$ cat config.mk
export PLATFORM = sky130hd
export DESIGN_NAME = if_fetch_stage
export DESIGN_NICKNAME = d
export VERILOG_FILES = /design/src/rtl/if_fetch_stage.sv
export SDC_FILE = /design/constraint.sdc
export NUM_CORES = 1
export LEC_CHECK = 0
export ABC_CLOCK_PERIOD_IN_PS = 5100
export CORE_AREA = 10 10 140 91
export DETAILED_ROUTE_END_ITERATION = 7
export DIE_AREA = 0 0 150 101
export DONT_BUFFER_PORTS = 1
export PLACE_DENSITY = 0.87
export SLEW_MARGIN = 20
export SYNTH_ARGS = -nofsm -noshare
export SYNTH_HDL_FRONTEND = slang
export SYNTH_SLANG_ARGS = --single-unit
$ cat constraint.sdc
create_clock -name clk -period 5.1 [get_ports clk]
set_input_delay 0 -clock clk [delete_from_list [all_inputs] [get_ports clk]]
set_output_delay 0 -clock clk [all_outputs]
set_load 0.05 [all_outputs]
$ cat src/rtl/if_fetch_stage.sv
// MIPS instruction-fetch stage: PC, ROM address, IF/ID register, redirects and delivered-instruction count.
// Single-cycle fetch; stall holds PC/IF/ID. Define IF_BAD_FETCH_EN to trap the unmapped-ROM word to EXC_VECTOR.
module if_fetch_stage #(
   parameter logic [31:0] RESET_PC   = 32'h0000_0000,
`ifdef IF_BAD_FETCH_EN
   parameter logic [31:0] EXC_VECTOR = 32'h0000_0180,
`endif
   parameter logic [31:0] NOP_INSTR  = 32'h0000_0000
) (
   input  logic        clk,
   input  logic        rst_n,
   output logic [31:0] rom_addr,
   input  logic [31:0] rom_data,
   input  logic        stall,
   input  logic        br_taken,
   input  logic [31:0] br_target,
   input  logic        jmp,
   input  logic [25:0] jmp_index,
   output logic [31:0] if_id_instr,
   output logic [31:0] if_id_pc4,
   output logic        if_id_valid,
   output logic        fetch_fault,
   output logic [31:0] fetch_count,
   output logic [1:0]  fsm_state
);

   typedef enum logic [1:0] {
      ST_RUN      = 2'd0,
      ST_REDIRECT = 2'd1,
      ST_FAULT    = 2'd2
   } state_e;

   logic [31:0] pc_q,    pc_d;
   logic [31:0] instr_q, instr_d;
   logic [31:0] pc4_q,   pc4_d;
   logic        valid_q, valid_d;
   logic [31:0] count_q, count_d;
   state_e      state_q, state_d;

   logic [31:0] pc_plus4;
   logic [31:0] jmp_target;

`ifdef IF_BAD_FETCH_EN
   localparam logic [31:0] BAD_FETCH_WORD = 32'h8000_0000;
   logic        fault_q, fault_d;
`endif

   assign pc_plus4   = pc_q + 32'd4;
   // The j sits in IF/ID while its target is formed, so if_id_pc4 is the j's own PC+4.
   assign jmp_target = {pc4_q[31:28], jmp_index, 2'b00};

   always_comb begin
      pc_d    = pc_q;
      instr_d = instr_q;
      pc4_d   = pc4_q;
      valid_d = valid_q;
      count_d = count_q;
      state_d = ST_RUN;
`ifdef IF_BAD_FETCH_EN
      fault_d = 1'b0;
`endif
      if (br_taken) begin
         pc_d    = br_target & ~32'd3;
         instr_d = NOP_INSTR;
         valid_d = 1'b0;
         state_d = ST_REDIRECT;
      end else if (jmp) begin
         pc_d    = jmp_target;
         instr_d = NOP_INSTR;
         valid_d = 1'b0;
         state_d = ST_REDIRECT;
      end else if (stall) begin
         state_d = ST_RUN;
`ifdef IF_BAD_FETCH_EN
      end else if (rom_data == BAD_FETCH_WORD) begin
         // Discard the fetched word and vector away; it is not counted as delivered.
         pc_d    = EXC_VECTOR & ~32'd3;
         instr_d = NOP_INSTR;
         valid_d = 1'b0;
         fault_d = 1'b1;
         state_d = ST_FAULT;
`endif
      end else begin
         pc_d    = pc_plus4;
         instr_d = rom_data;
         pc4_d   = pc_plus4;
         valid_d = 1'b1;
         count_d = count_q + 32'd1;
      end
   end

   always_ff @(posedge clk or negedge rst_n) begin
      if (!rst_n) begin
         pc_q    <= RESET_PC & ~32'd3;
         instr_q <= NOP_INSTR;
         pc4_q   <= 32'd0;
         valid_q <= 1'b0;
         count_q <= 32'd0;
         state_q <= ST_RUN;
`ifdef IF_BAD_FETCH_EN
         fault_q <= 1'b0;
`endif
      end else begin
         pc_q    <= pc_d;
         instr_q <= instr_d;
         pc4_q   <= pc4_d;
         valid_q <= valid_d;
         count_q <= count_d;
         state_q <= state_d;
`ifdef IF_BAD_FETCH_EN
         fault_q <= fault_d;
`endif
      end
   end

   assign rom_addr    = pc_q & ~32'd3;
   assign if_id_instr = instr_q;
   assign if_id_pc4   = pc4_q;
   assign if_id_valid = valid_q;
   assign fetch_count = count_q;
   assign fsm_state   = state_q;
`ifdef IF_BAD_FETCH_EN
   assign fetch_fault = fault_q;
`else
   assign fetch_fault = 1'b0;
`endif

endmodule

==> impl_results.md <==
* CTS tree: yes
* Primary FF master, synth: dfrtp_1
* CP startpoint kind: primary input
* Syn Area/Cell at roughly 9.7 sq um
* Fin cells at 915
* Final Hold Vio Count at 0
* Clock root cell: clkbuf_16
* Initial antenna violation count at 5
* Gr ovfl total at 0
* Leakage at roughly 3.6 nW
* First-pass GRT wire length at 36.1 mm
* Max-Cap Viols at 0
* Vias in the first global route at roughly 6200
* Synthesized area at ~6200 sq um
* Die ar. at between 15000 and 20000 sq um
* Max-slew headroom at between 20% and 30%
* Clk slew on worst S/H paths at roughly 0.06 ns
* Final WS setup at between 1 and 1.5 ns
* CP Data Required Time at around 5.5 ns
* Detail Placement HPWL at between 10 and 15 mm
* Final #Nets at roughly 860
* Cells after DPL at 740
* Post-Synthesis Cells at ~640
* Util after Layout at 80.5%
* Num Clock Sinks at 126
* Rows at 29
* Vias at ~6000
* Largest area contributor in the netlist: dfrtp_1
* Core area at roughly 10000 sq um
* RSZ-0062 raised after global routing: no
* Iter 0 DRT Violations at ~700
* Die Span X at 150 microns
* Crit-path max FO at 37
* Worst slack, placed at between 2 and 2.5 ns
* Post-synth ARST share at 100%
* Fin crit share at between 70 and 80%
* Avg Vias per Cell at 6.50
* RD Place Congestion at a little over 0.8
* Top-area cell type share of the netlist area at between 50% and 60%
* DRT Wirelength at approximately 24 mm
* DRC Markers at 0
* Status: completed
* H-tree depth at 4
* Layout Skew at between 0.015 and 0.02 ns
* Pin count of the biggest net entering global routing at about 130
* Placed cell area at slightly above 6000 sq um
* Die Ht at 101 microns
* Hold Crit Class: in -> reg
* Port Buffer Count at 0
* Final Max Tran Viols at 0
* Setup Viol. Count Final at 0
* Netlist cell types at 51
* Synth top area cells: dfrtp_1, xnor2_1, mux2i_1, nor2_1, nand2_1
* Initial DRT Pass Iterations at 5
* Share of cells above drive strength 1 at under 10%
* Max VDD drop at 0.275 mV
* Layout Area Growth over Synthesis at 33.1%
* Post-DRT Antenna Nets at 0
* Inserted Clock Buffers at 17
* Final Power at 3.25 mW
* Critical path endpoint category: register
* Hold Slack at about 0.027 ns
* Fmax at between 0.2 and 0.3 GHz
* Critical path data arrival time at approximately 4.1 ns
* Tmin final at about 3.7 ns
* Setup TNS at 0 ns
* Clock Path Buffers at 2
* Sequential fraction of the synthesis area at between 50% and 60%
* Final Cell Area at approximately 8200 sq um
* PD cells at slightly below 400 nW/um^2
* Gr usage total at 31.0%
* Number of synthesized register bits at between 100 and 150
* DR WL/cell at between 20 and 30 microns
* Worst Tran Pin Value at ~1.1 ns
* Starting Density at between 60% and 70%
* Warning count from the yosys run at 0
* Number of synthesized flops with an enable pin at 0
* Clk Latency, worst-skew pair at approximately 0.42 ns
* Crit path kind: in -> reg
* Resized Gates After CTS at 0
* Io pins at around 230
## cells by family (layout without fill, tap and decap cells)
kind of cell               Yosys count  count (layout)  share of synthesized area [%]
muxes                               37              37                           6.05
xor gates and xnor gates            68              68                           9.63
adders and majority gates            2               2                          0.404
buffers and inverters               54             184                           3.90
DFF                                126             126                           51.0
AOI/OAI and AO/OA                  113             113                           10.8
and+or+nand+nor                    235             235                           18.2
other                                1              11                         0.0606
## synth_stat cells (5+ instances only)
cell,number
o221ai_1,5
nor3_1,20
nand3_1,21
o22ai_1,5
inv_1,11
buf_1,7
a21oi_1,39
nor2_1,70
buf_4,6
dfrtp_1,126
o21ai_0,36
clkbuf_1,25
nand2_1,69
xor2_1,28
mux2i_1,34
nand4_1,16
a31oi_1,5
xnor2_1,40
and3_1,12
and4_1,7
and2_1,5
## placed cells by master, fill, tap and decap left out, types with 3 or more instances in the layout
cell type	netlist	routed
o221ai_1	5	5
o21a_1	4	4
and4_1	7	7
dlygate4sd3_1	0	136
inv_1	11	11
clkinv_4	0	5
a221oi_1	4	4
nand4_1	16	16
bufinv_16	0	3
nand3_1	21	21
xnor2_1	40	40
mux2_2	3	3
clkbuf_16	0	17
nor2_1	70	70
xor2_1	28	28
inv_6	0	4
nor3_1	20	19
diode_2	0	5
o21ai_0	36	36
a21oi_1	39	39
and3_1	12	12
a211oi_1	3	3
conb_1	1	6
a31oi_1	5	5
mux2i_1	34	34
o22ai_1	5	5
and2_1	5	5
nand2_1	69	68
dfrtp_1	126	126
nor4_1	4	4
## final timing paths
| check | startpoint | endpoint | slack, ns | depth (start not counted) |
|---|---|---|---|---|
| max in group asynchronous | rst_n | pc_q[22]$_DFFE_PN0P_ | 4.36 | 2 |
| setup reg to reg | pc_q[15]$_DFFE_PN0P_ | pc_q[19]$_DFFE_PN0P_ | 1.47 | 6 |
| hold reg to reg | if_id_pc4[17]$_DFFE_PN0P_ | if_id_pc4[17]$_DFFE_PN0P_ | 0.80 | 2 |
| hold / removal | jmp_index[2] | pc_q[4]$_DFFE_PN0P_ | 0.03 | 4 |
| setup / recovery | jmp | pc_q[23]$_DFFE_PN0P_ | 1.36 | 8 |
| min in group asynchronous | rst_n | if_id_instr[21]$_DFFE_PN0P_ | 0.20 | 2 |
## cell type report
type,count,area [sq um]
diodes,5,12.5
clock buffers,17,425
clock inverters,15,186
fillers,595,2000
inverters,13,48.8
multi-input cells,461,2820
flip-flops and latches,126,3150
well taps,139,174
repair buffers,139,1420
## routing by layer
layer	up-vias	global-route usage [%]	share of wire, %
met3	120	11.3	12
met4	0	18.8	5.0
met2	506	50.3	49
met5	-	0	0
met1	2866	34.3	34
li1	2454	-	-
## worst max-delay path, stage by stage
cell and delay, ns:
dlygate4sd3_1 0.93, nor2_1 0.65, inv_2 0.45, nor2_1 0.65
a21oi_1 0.09, dlygate4sd3_1 0.59, a2bb2oi_1 0.16, dlygate4sd3_1 0.58
## report_power, final
part	total, mW	switching, mW	internal, mW
sequential	1.58	0.496	1.09
combinational	0.395	0.199	0.195
clock	1.27	0.498	0.777
## state kept, by name (all words and copies together), names as in the netlist
register	cells
fetch_count	32
fsm_state	1
if_id_instr	32
if_id_pc4	30
if_id_valid	1
pc_q	30
## repair_timing
| action | in CTS | in global routing |
|---|---|---|
| endpoints found under the hold margin | 195 | 0 |
| setup buffers | 0 | 0 |
| hold buffers | 138 | 0 |
No activity file was read; power rests on OpenSTA's default activity.
